--- config.mk ---
export PLATFORM = sky130hd
export DESIGN_NAME = uart_rx_cfg
export DESIGN_NICKNAME = d
export VERILOG_FILES = /design/src/rtl/uart_pkg.sv /design/src/rtl/uart_bit_sampler.sv /design/src/rtl/uart_rx_cfg.sv
export SDC_FILE = /design/constraint.sdc
export NUM_CORES = 1
export LEC_CHECK = 0
export CORE_MARGIN = 8
export CORE_UTILIZATION = 58
export DETAILED_ROUTE_END_ITERATION = 7
export GPL_TIMING_DRIVEN = 0
export PLACE_DENSITY = 0.79
export SLEW_MARGIN = 20
export SYNTH_ARGS = -nofsm -noshare
export SYNTH_HDL_FRONTEND = slang
export SYNTH_HIERARCHICAL = 1
export SYNTH_SLANG_ARGS = --single-unit
export TNS_END_PERCENT = 50
--- constraint.sdc ---
create_clock -name clk -period 5.33 [get_ports clk]
set_input_delay 0.533 -clock clk [delete_from_list [all_inputs] [get_ports clk]]
set_output_delay 0.533 -clock clk [all_outputs]
set_load 0.1 [all_outputs]
--- src/rtl/uart_pkg.sv ---
// Shared UART definitions: receiver state encoding, parity modes and elaboration helpers.
// Intended for reuse by the parametrised transmitter as well.
`timescale 1ns / 1ps
package uart_pkg;

    typedef enum logic [2:0] {
        StIdle,
        StStart,
        StData,
        StPar,
        StStop,
        StBreak
    } rx_state_t;

    localparam int unsigned PAR_NONE = 0;
    localparam int unsigned PAR_ODD  = 1;
    localparam int unsigned PAR_EVEN = 2;

    // Rounded division so the bit period error is at most half a clock.
    function automatic int unsigned clks_per_bit(input int unsigned clk_freq,
                                                 input int unsigned baud);
        return (clk_freq + baud / 2) / baud;
    endfunction

    function automatic int unsigned clog2(input int unsigned value);
        int unsigned result;
        int unsigned span;
        result = 0;
        span   = 1;
        while (span < value) begin
            span   = span << 1;
            result = result + 1;
        end
        return result;
    endfunction

endpackage

--- src/rtl/uart_bit_sampler.sv ---
// Line front end: 2-FF synchroniser, bit-period counter and 3-tap majority voter centred
// on the middle of each bit.
`timescale 1ns / 1ps
module uart_bit_sampler
    import uart_pkg::*;
#(
    parameter int unsigned CLKS_PER_BIT = 278
) (
    input  logic clk,
    input  logic rst,
    input  logic din,
    input  logic restart,
    output logic s_din,
    output logic sample_strobe,
    output logic sample_bit,
    output logic bit_end
);

    localparam int unsigned CNT_W = clog2(CLKS_PER_BIT);
    localparam int unsigned HALF  = CLKS_PER_BIT / 2;

    localparam logic [CNT_W-1:0] CNT_LAST = CNT_W'(CLKS_PER_BIT - 1);
    localparam logic [CNT_W-1:0] TAP0     = CNT_W'(HALF - 1);
    localparam logic [CNT_W-1:0] TAP1     = CNT_W'(HALF);
    localparam logic [CNT_W-1:0] TAP2     = CNT_W'(HALF + 1);

    logic             sync_q;
    logic             s_din_q;
    logic [CNT_W-1:0] cnt_q;
    logic             tap0_q;
    logic             tap1_q;

    always_ff @(posedge clk or negedge rst) begin
        if (!rst) begin
            sync_q  <= 1'b1;
            s_din_q <= 1'b1;
            cnt_q   <= '0;
            tap0_q  <= 1'b1;
            tap1_q  <= 1'b1;
        end else begin
            sync_q  <= din;
            s_din_q <= sync_q;
            if (restart || (cnt_q == CNT_LAST)) begin
                cnt_q <= '0;
            end else begin
                cnt_q <= cnt_q + 1'b1;
            end
            if (cnt_q == TAP0) tap0_q <= s_din_q;
            if (cnt_q == TAP1) tap1_q <= s_din_q;
        end
    end

    // Third tap is the live synchronised value, so the vote is ready on the strobe cycle.
    assign s_din         = s_din_q;
    assign sample_strobe = (cnt_q == TAP2);
    assign sample_bit    = (tap0_q & tap1_q) | (tap0_q & s_din_q) | (tap1_q & s_din_q);
    assign bit_end       = (cnt_q == CNT_LAST);

endmodule

--- src/rtl/uart_rx_cfg.sv ---
// Configurable UART receiver: framing FSM, LSB-first shift register, parity, framing and
// break detection on top of the majority-voting bit sampler.
`timescale 1ns / 1ps
module uart_rx_cfg
    import uart_pkg::*;
#(
    parameter int unsigned CLK_FREQ  = 32000000,
    parameter int unsigned BAUD      = 115200,
    parameter int unsigned DATA_BITS = 8,
    parameter int unsigned PARITY    = 0,
    parameter int unsigned STOP_BITS = 1
) (
    input  logic                 clk,
    input  logic                 rst,
    input  logic                 din,
    output logic [DATA_BITS-1:0] data_rx,
    output logic                 valid,
    output logic                 frame_err,
    output logic                 parity_err,
    output logic                 brk,
    output logic                 busy
);

    localparam int unsigned CLKS_PER_BIT = clks_per_bit(CLK_FREQ, BAUD);
    localparam int unsigned BIT_W        = clog2(DATA_BITS + 1);

    localparam logic [BIT_W-1:0] LAST_DATA = BIT_W'(DATA_BITS - 1);
    localparam logic [BIT_W-1:0] LAST_STOP = BIT_W'(STOP_BITS - 1);

    if (DATA_BITS < 5 || DATA_BITS > 9) begin : g_bad_data_bits
        $error("uart_rx_cfg: DATA_BITS must be 5..9");
    end
    if (PARITY > PAR_EVEN) begin : g_bad_parity
        $error("uart_rx_cfg: PARITY must be 0, 1 or 2");
    end
    if (STOP_BITS < 1 || STOP_BITS > 2) begin : g_bad_stop_bits
        $error("uart_rx_cfg: STOP_BITS must be 1 or 2");
    end
    if (CLKS_PER_BIT < 4) begin : g_bad_divisor
        $error("uart_rx_cfg: CLKS_PER_BIT must be at least 4");
    end

    rx_state_t            state_q;
    logic [BIT_W-1:0]     bit_cnt_q;
    logic [DATA_BITS-1:0] shreg_q;
    logic                 par_bit_q;
    logic                 stop_err_q;

    logic s_din;
    logic sample_strobe;
    logic sample_bit;
    logic bit_end;
    logic restart;

    // Counter is parked in IDLE, and in BREAK it only runs while the line is high.
    assign restart = (state_q == StIdle) || ((state_q == StBreak) && !s_din);

    uart_bit_sampler #(
        .CLKS_PER_BIT(CLKS_PER_BIT)
    ) u_sampler (
        .clk          (clk),
        .rst          (rst),
        .din          (din),
        .restart      (restart),
        .s_din        (s_din),
        .sample_strobe(sample_strobe),
        .sample_bit   (sample_bit),
        .bit_end      (bit_end)
    );

    logic par_xor;
    logic par_mismatch;
    logic stop_bad;
    logic is_break;

    always_comb begin
        par_xor      = (^shreg_q) ^ par_bit_q;
        par_mismatch = 1'b0;
        if (PARITY == PAR_ODD) begin
            par_mismatch = ~par_xor;
        end else if (PARITY == PAR_EVEN) begin
            par_mismatch = par_xor;
        end
        stop_bad = stop_err_q | ~sample_bit;
        // par_bit_q stays 0 without parity, so it never blocks break detection.
        is_break = stop_bad && (shreg_q == '0) && !par_bit_q;
    end

    always_ff @(posedge clk or negedge rst) begin
        if (!rst) begin
            state_q    <= StIdle;
            bit_cnt_q  <= '0;
            shreg_q    <= '0;
            par_bit_q  <= 1'b0;
            stop_err_q <= 1'b0;
            data_rx    <= '0;
            valid      <= 1'b0;
            frame_err  <= 1'b0;
            parity_err <= 1'b0;
            brk        <= 1'b0;
            busy       <= 1'b0;
        end else begin
            valid <= 1'b0;
            case (state_q)
                StIdle: begin
                    if (!s_din) state_q <= StStart;
                end
                StStart: begin
                    if (sample_strobe && sample_bit) begin
                        state_q <= StIdle;
                    end else begin
                        if (sample_strobe) begin
                            busy       <= 1'b1;
                            bit_cnt_q  <= '0;
                            par_bit_q  <= 1'b0;
                            stop_err_q <= 1'b0;
                        end
                        if (bit_end) state_q <= StData;
                    end
                end
                StData: begin
                    if (sample_strobe) shreg_q <= {sample_bit, shreg_q[DATA_BITS-1:1]};
                    if (bit_end) begin
                        if (bit_cnt_q == LAST_DATA) begin
                            bit_cnt_q <= '0;
                            state_q   <= (PARITY != PAR_NONE) ? StPar : StStop;
                        end else begin
                            bit_cnt_q <= bit_cnt_q + 1'b1;
                        end
                    end
                end
                StPar: begin
                    if (sample_strobe) par_bit_q <= sample_bit;
                    if (bit_end) state_q <= StStop;
                end
                StStop: begin
                    if (bit_end) bit_cnt_q <= bit_cnt_q + 1'b1;
                    // Completing at the final majority point leaves half a bit to resync.
                    if (sample_strobe) begin
                        if (bit_cnt_q == LAST_STOP) begin
                            data_rx    <= shreg_q;
                            frame_err  <= stop_bad;
                            parity_err <= par_mismatch;
                            valid      <= 1'b1;
                            busy       <= 1'b0;
                            bit_cnt_q  <= '0;
                            if (is_break) begin
                                brk     <= 1'b1;
                                state_q <= StBreak;
                            end else begin
                                state_q <= StIdle;
                            end
                        end else if (!sample_bit) begin
                            stop_err_q <= 1'b1;
                        end
                    end
                end
                StBreak: begin
                    if (s_din && bit_end) begin
                        brk     <= 1'b0;
                        state_q <= StIdle;
                    end
                end
                default: state_q <= StIdle;
            endcase
        end
    end

endmodule

* After elaboration in Yosys (flattened, before gate mapping)
Cells that the tools add are included.
Storage, ports and cells: bits in registers 42, logic and storage cells 113, output and inout port bits 13
Cells by class: reduce and logical (&&, ||, !) cells 24, bitwise operators 7, mux-type cells 41, add/subtract/negate cells 2, equal/unequal tests 24
Operator list (number):
- $mux 3 | 10
- $mux 4 | 7
- $eq 9x8->1 const B | 3
- $ne 2x2->1 const B | 12
- $pmux 3 s6 | 1
- $mux 1 | 17
- $pmux 4 s3 | 1
- $reduce_and 5->1 | 2
- $add 9x1->9 const B | 1
- $eq 9x9->1 const B | 1
- $mux 9 | 1
- $logic_not 8->1 | 1
- $pmux 1 s2 | 4
- $reduce_and 4->1 | 2
- $reduce_and 8->1 | 1
- $eq 3x2->1 const B | 2
- $eq 3x3->1 const B | 2
- $reduce_and 6->1 | 1
- $reduce_bool 2->1 | 3
- $logic_and 1x1->1 | 5
- $add 4x1->4 const B | 1
- $eq 4x3->1 const B | 1
- $logic_not 4->1 | 1
- $and 1x1->1 | 3
- other kinds (11) | 15

* Longest topological paths before layout
Gate-level depths: netlist (run 1).
word-level depth 11, depth in mapped cells 8, mapped depth without buffers 8

* Cells and area by module
The synthesis (run 1) kept the hierarchy.
By module, submodules not included:
- uart_rx_cfg | area an instance 1531.5 um^2, seq. area each 725.7 um^2, times used 1, cells each 136
- uart_bit_sampler | area an instance 688.2 um^2, seq. area each 330.3 um^2, times used 1, cells each 62

* Worst setup path before layout (run 1)
Ideal clock, no wire load.
path kind register -> register, from register u_sampler.cnt_q[0], to register data_rx[0], arrival 2.033 ns, path buffers 1, required time 5.205 ns, path slack 3.172 ns, cell stages (with the launch flop) 9, cells stage by stage dfrtp_1 inv_1 ha_1 nor4bb_1 and4_2 nand4bb_1 or2_1 buf_6 mux2_4
On the way: longest elaborated chain between the ends 2
Ends and longest elaborated chain:
- from (decl) | RTL line uart_bit_sampler.sv:29 | logic [CNT_W-1:0] cnt_q;
- from (signal assigned) | RTL line uart_bit_sampler.sv:46 | cnt_q <= cnt_q + 1'b1;
- $eq 9x8->1 | RTL line uart_bit_sampler.sv:55 | assign sample_strobe = (cnt_q == TAP2);
- net sample_strobe | RTL line uart_rx_cfg.sv:50 | logic sample_strobe;
- $reduce_and 3->1 (no source line)
- to (signal assigned) | RTL line uart_rx_cfg.sv:141 | data_rx <= shreg_q;
- to (decl) | RTL line uart_rx_cfg.sv:16 | output logic [DATA_BITS-1:0] data_rx,
The timed path passes the listed nets, and every way through them passes these cells. A chain may end at the register's enable or synchronous reset.

* Final worst setup path (run 1)
from register u_sampler.cnt_q[0], to register data_rx[2]
Same word-level chain as after synthesis.

==> results of run 1 <==
[cell usage after synthesis (3+ instances only)]
master | n | share of area (%)
a21oi_1 | 8 | 1.8
dfstp_2 | 4 | 4.7
and3b_1 | 3 | 1.2
mux2_2 | 8 | 4.1
inv_1 | 11 | 1.9
nand2_1 | 8 | 1.4
nor2b_1 | 3 | 0.85
mux2_4 | 10 | 6.8
nor2_1 | 17 | 2.9
o22ai_1 | 3 | 0.85
a31oi_1 | 5 | 1.4
nand3_1 | 8 | 1.8
o21ai_0 | 5 | 1.1
ha_1 | 6 | 3.4
or3_1 | 3 | 0.85
dfrtp_1 | 38 | 43
[layout make-up]
type | instances | area [um2] | area share, %
multi-input combinational | 138 | 1070 | 41.9
sequential | 42 | 1060 | 41.3
timing repair buffer | 15 | 163 | 6.37
clock buffer | 5 | 68.8 | 2.69
tap | 48 | 60.1 | 2.35
buffer | 7 | 51.3 | 2.01
clock inverter | 3 | 43.8 | 1.71
inverter | 11 | 41.3 | 1.62
[flip-flops by register name, indices dropped and copies added (netlist names), 3 cells and up]
name / count
u_sampler/cnt_q: 9
data_rx: 8
shreg_q: 8
bit_cnt_q: 4
state_q: 3
[worst max path at each step]
| stage | startpoint | end | slack, ns |
|---|---|---|---|
| 6_report | u_sampler/cnt_q[0]$_DFF_PN0_ | data_rx[2]$_DFFE_PN0P_ | 2.84 |
| 5_1_grt | u_sampler/cnt_q[0]$_DFF_PN0_ | bit_cnt_q[2]$_DFFE_PN0P_ | 2.66 |
| 4_1_cts | u_sampler/cnt_q[0]$_DFF_PN0_ | data_rx[2]$_DFFE_PN0P_ | 2.85 |
| 3_5_place_dp | u_sampler/cnt_q[0]$_DFF_PN0_ | data_rx[3]$_DFFE_PN0P_ | 2.88 |
| 3_3_place_gp | rst | u_sampler/cnt_q[3]$_DFF_PN0_ | 2.76 |
| 2_1_floorplan | u_sampler/cnt_q[0]$_DFF_PN0_ | data_rx[0]$_DFFE_PN0P_ | 3.17 |
[routing by layer]
layer,GRT usage [%],part of all wire [%],up-vias
met3,4.49,4.3,6
met4,4.72,1.1,0
met5,0,0,-
met1,18.8,43,784
met2,26.4,52,44
li1,-,-,758
[report_power, final]
group	internal, mW	switching (mW)	leakage (nW)
clock network	0.140	0.111	0.0585
registers	0.320	0.000840	0.558
logic	0.00346	0.00963	0.547
total	0.464	0.121	1.16
[critical path: stages, from the launching register on]
cell       delay (ns)
dfrtp_1          0.45
inv_1            0.12
ha_1             0.15
nor4bb_1         0.26
and4_2           0.36
nand4bb_1        0.26
or2_1            0.31
buf_6            0.16
mux2_4           0.30
[metrics by stage]
step	instances	total power [mW]
2_1_floorplan	198	0.330
3_3_place_gp	260	0.338
3_5_place_dp	261	0.340
4_1_cts	269	0.592
5_1_grt	269	0.608
6_report	269	0.585
[kinds of logic after synthesis]
group,after synthesis,share of synthesized area [%]
AND/OR/NAND/NOR,69,19.4
AO/OA/AOI/OAI,36,10.9
XOR/XNOR,4,1.58
other,1,0.169
multiplexers,21,12.3
buffers and inverters,18,4.17
adder cells (fa/ha/maj),7,3.83
flip-flops,42,47.6
==> summary.md, run 1 <==
| Metric | Value |
|---|---|
| P_leak | 1.16 nW |
| Critical path class | register to register |
| Pre-CTS setup slack | 2.88 ns |
| CTS tree | done |
| Worst vdd ir | 0.000186 V |
| Commonest non-fill, non-tap cell in the layout | dfrtp_1 |
| Area Overhead vs Synth | 15.1% |
| Worst-margin pin slew | 0.982 ns |
| Synth Net Count | 207 |
| Final period util | 46.7% |
| Syn Inst Count | 198 |
| Worst r2r src | u_sampler/cnt_q[0]$_DFF_PN0_ |
| Fraction of the yosys area taken by sequential cells | 47.6% |
| Post-route cell area | 2550 um2 |
| WHS | 0.175 ns |
| Setup violations, final | 0 |
| Row count | 22 |
| Max Cap Viol | 0 |
| WL final | 4460 um |
| Postcts setup bufs | 0 |
| Post-CTS sizing | 0 |
| Post-synth EDFFs | 0 |
| R2R Setup Slk | 2.84 ns |
| Worst reg-to-reg path cell count | 8 |
| DRC Markers | 0 |
| Synth cell types | 60 |
| Syn avg cell area | 11.2 um2 |
| Final Hold Fails | 0 |
| Bufs on Longest Clock Path | 2 |
| Placed Area | 2440 um2 |
| TritonCTS buffer count | 5 |
| Seq cells post-synth | 42 |
| H-tree depth | 2 |
| Diode count | 0 |
| DP HPWL | 3310 um |
| Fin crit period | 2.49 ns |
| Die X | 77.9 um |
| TritonCTS Sinks | 42 |
| Hold WC Path Type | primary input to asynchronous set/reset pin |
| Clock root buffer | clkbuf_8 |
| Largest net degree at the start of global routing | 27 |
| CP startpoint kind | register |
| Hold Buf Count CTS | 0 |
| Worst setup EP type | register |
| Final WS setup | 2.84 ns |
| Outcome | finished, final reports clean |
| Yosys warns | 6 |
| Ys async rst share | 100% |
| Post-DR wirelength/cell | 16.6 um |
| Share of cells above drive strength 1 | 21.7% |
| Most frequent cells in the layout | dfrtp_1 (38), nor2_1 (17), clkdlybuf4s50_1 (13) |
| Overall routing resource usage | 15.6% |
| Fill count | 270 |
| Port Buffers | 14 |
| RSZ-0062 raised after global routing | no |
| GPL Wtd Cong | 0.837 |
| Vias | 1592 |
| Detail Route Antenna Nets | 0 |
| Clock-pin slew on the worst setup and hold paths | 0.08 ns |
| CORE AREA | 3660 um2 |
| Die Span Y | 77.9 um |
| Grt ovf | 0 |
| Area of the mapped netlist | 2220 um2 |
| First-pass GRT wire length | 7710 um |
| Synth Flop Type | dfrtp_1 |
| DRT iter0 DRCs | 98 |
| Power density cells | 229 nW/um2 |
| DIE AREA | 6060 um2 |
| Skew-Pair Late Insertion Delay | 0.29 ns |
| Nets@finish | 229 |
| Initial Utilization | 60.6% |
| Fmax | 402 MHz |
| Final Skew | 0.00547 ns |
| Reg2reg end | data_rx[2]$_DFFE_PN0P_ |
| Crit path max fanout | 10 |
| First-pass detailed-route iteration total | 4 |
| Final core utilization | 69.8% |
| CP Data Required Time | 5.51 ns |
| Vias in the first global route | 1601 |
| Slew HR | 34.3% |
| # IOs | 16 |
| Pins Over Slew Limit | 0 |
| Arrival time worst endpoint | 2.67 ns |
| TNS Setup | 0 ns |
| Initial antenna violation count | 0 |
| Vias per cell | 5.92 |
No activity file was read; power rests on OpenSTA's default activity.
==> run 2, diff against run 1 <==
CORE_UTILIZATION = 52   (was 58)
PLACE_DENSITY = 0.75   (was 0.79)
clock period = 2 ns   (was 5.33 ns; I/O delays follow)
==> run 2 against run 1 <==
  * The run now ends with negative setup slack left
  * Non-clock buffer count up 16
  * Total power rose to 2.5 times the previous value
  * Via count grew 2.3%
  * Routed wire length up 2.2%
  * Die area rose by 9.1%
  * Setup slack worse by 2.9 ns
  * Cell area up 8.0%
  * First-iteration DRC count fell by 26%
  * Critical path depth stayed put
  * Combinational power increased to 2.7 times the previous value
  * Largest cell class unchanged
  * Largest power group unchanged
==> summary.md, run 2 (synthesized netlist as in run 1, its figures left out) <==
| Metric | Value |
|---|---|
| WL final | 4560 um (+2.2%) |
| Grt ovf | 0 (unchanged) |
| Power density cells | 531 nW/um2 (+130%) |
| DP HPWL | 2890 um (-13%) |
| R2R Setup Slk | -0.09 ns (-2.94 ns) |
| Initial antenna violation count | 0 (unchanged) |
| Max FFs per register | 9 (unchanged) |
| Max Cap Viol | 0 (unchanged) |
| Fmax | 477 MHz (+19%) |
| Final Skew | 0.00336 ns (-0.00211 ns) |
| Fin crit period | 2.09 ns (-0.395 ns) |
| DIE AREA | 6620 um2 (+9.1%) |
| First-pass detailed-route iteration total | 4 (unchanged) |
| Vias in the first global route | 1620 (+1.2%) |
| Placed cell count | 263 (+0.77%) |
| Outcome | finished, violations left |
| CTS tree | done |
| DRC Markers | 0 (unchanged) |
| Biggest register | u_sampler/cnt_q |
| WHS | 0.299 ns (+0.123 ns) |
| Skew-Pair Late Insertion Delay | 0.30 ns (about the same) |
| Final WS setup | -0.0947 ns (-2.94 ns) |
| First-pass GRT wire length | 7420 um (-3.8%) |
| Crit path max fanout | 5 (-5) |
| Arrival time worst endpoint | 2.28 ns (-0.39 ns) |
| CORE AREA | 4060 um2 (+11%) |
| Vias per cell | 5.68 (-4.1%) |
| Final Hold Fails | 0 (unchanged) |
| Diode count | 0 (unchanged) |
| Commonest non-fill, non-tap cell in the layout | dfrtp_1 |
| Pre-CTS setup slack | -0.335 ns (-3.21 ns) |
| RSZ-0062 raised after global routing | yes |
| DRT iter0 DRCs | 73 (-26%) |
| Overall routing resource usage | 14.3% (-1.3 points) |
| Slew HR | 34.8% (+0.43 points) |
| Fill count | 297 (+10%) |
| Post-route cell area | 2760 um2 (+8.0%) |
| Worst setup EP type | register |
| Die X | 81.3 um (+4.5%) |
| Initial Utilization | 54.7% (-5.9 points) |
| Largest net degree at the start of global routing | 26 (-3.7%) |
| Bufs on Longest Clock Path | 2 (unchanged) |
| Critical path class | register to register |
| Internal power | 1.14 mW (+150%) |
| Worst-margin pin slew | 0.977 ns (-0.00491 ns) |
| CP Data Required Time | 2.18 ns (-3.33 ns) |
| Die Span Y | 81.3 um (+4.5%) |
| Pins Over Slew Limit | 0 (unchanged) |
| GPL Wtd Cong | 0.863 (+3.2%) |
| Final period util | 105% (+58 points) |
| Clock-pin slew on the worst setup and hold paths | 0.08 ns (about the same) |
| Largest regs | u_sampler/cnt_q: 9 flops, data_rx: 8 flops, shreg_q: 8 flops |
| Nets@finish | 245 (+7.0%) |
| Most frequent cells in the layout | dfrtp_1 (37), nor2_1 (17), buf_4 (14) |
| Comb power frac | 2.5% (+0.3 points) |
| Hold WC Path Type | primary input to register |
| Detail Route Antenna Nets | 0 (unchanged) |
| Vias | 1629 (+2.3%) |
| Setup violations, final | 22 (+22) |
| TritonCTS buffer count | 5 (unchanged) |
| CP startpoint kind | register |
| Area Overhead vs Synth | 24.3% |
| Worst vdd ir | 0.000332 V (+79%) |
| Clock root buffer | clkbuf_8 |
| Clock power share | 39.3% (-3.6 points) |
| Failing checks | negative setup slack |
| Sw power | 0.326 mW (+170%) |
| H-tree depth | 2 (unchanged) |
| # IOs | 16 (unchanged) |
| Switching Fraction | 22.2% (+1.5 points) |
| TritonCTS Sinks | 42 (unchanged) |
| Post-DR wirelength/cell | 15.9 um (-4.3%) |
| Port Buffers | 14 (unchanged) |
| Row count | 23 (+4.5%) |
| Share of cells above drive strength 1 | 32.5% (+11 points) |
| P_leak | 1.37 nW (+18%) |
| Post-route insts no fill | 287 (+6.7%) |
| Placed Area | 2440 um2 (+0.10%) |
| Seq pwr share | 58.3% (+3.5 points) |
[run 2: worst paths after layout]
path	to	cells past startpoint	from
max	bit_cnt_q[3]$_DFFE_PN0P_	8	u_sampler/cnt_q[0]$_DFF_PN0_
min	u_sampler/sync_q$_DFF_PN1_	1	din
max reg2reg	bit_cnt_q[3]$_DFFE_PN0P_	8	u_sampler/cnt_q[0]$_DFF_PN0_
min reg2reg	u_sampler/s_din$_DFF_PN1_	0	u_sampler/sync_q$_DFF_PN1_
max in group asynchronous	u_sampler/cnt_q[2]$_DFF_PN0_	3	rst
min in group asynchronous	valid$_DFF_PN0_	2	rst
[run 2: critical path, stage by stage, from the launching register on]
cell and delay [ns]:
dfrtp_1 0.40, inv_2 0.10, ha_4 0.13, nor4bb_4 0.17, and4_4 0.30, or4b_4 0.49
nand2_2 0.09, o31a_1 0.19, o22ai_1 0.11
[run 2: power groups by stage]
stage          clock [mW]  combinational, mW  sequential (mW)
2_1_floorplan           0            0.00969            0.871
3_3_place_gp            0             0.0300            0.871
3_5_place_dp            0             0.0357            0.871
4_1_cts             0.592             0.0374            0.854
5_1_grt             0.625             0.0410            0.855
6_report            0.575             0.0360            0.855
[run 2: layer usage]
layer	track usage [%]	vias up	part of all wire, %
met1	16.1	791	42
met2	25.1	44	52
li1	-	789	-
met5	0	-	0
met3	4.08	5	5.1
met4	5.36	0	1.3
[run 2: repair_timing]
item | 4_1_cts | 5_1_grt
endpoints found under the hold margin | 13 | 0
gates cloned | 1 | 0
resized for setup | 18 | 16
pin swaps | 4 | 7
hold buffers | 1 | 0
endpoints found under the setup margin | 36 | 30
buffers inserted | 10 | 4
[run 2: area by class of cell]
| type | count | area (um2) | share of cell area, % |
|---|---|---|---|
| plain buffers | 7 | 51.3 | 1.86 |
| clock buffers | 6 | 82.6 | 2.99 |
| clock inverters | 2 | 12.5 | 0.454 |
| inverters | 11 | 41.3 | 1.50 |
| multi-input cells | 138 | 1150 | 41.7 |
| flip-flops and latches | 42 | 1060 | 38.3 |
| well taps | 50 | 62.6 | 2.27 |
| repair buffers | 31 | 302 | 10.9 |
[run 2: per-stage QoR]
step	utilization [%]	total power, mW	setup TNS, ns
CTS	65.8	1.48	-0.409
floorplan	-	0.880	-0.887
detailed placement	60.3	0.907	-6.84
global placement	59.7	0.901	-18.20
global route	68.0	1.52	-2.43
finish	68.0	1.47	-0.875
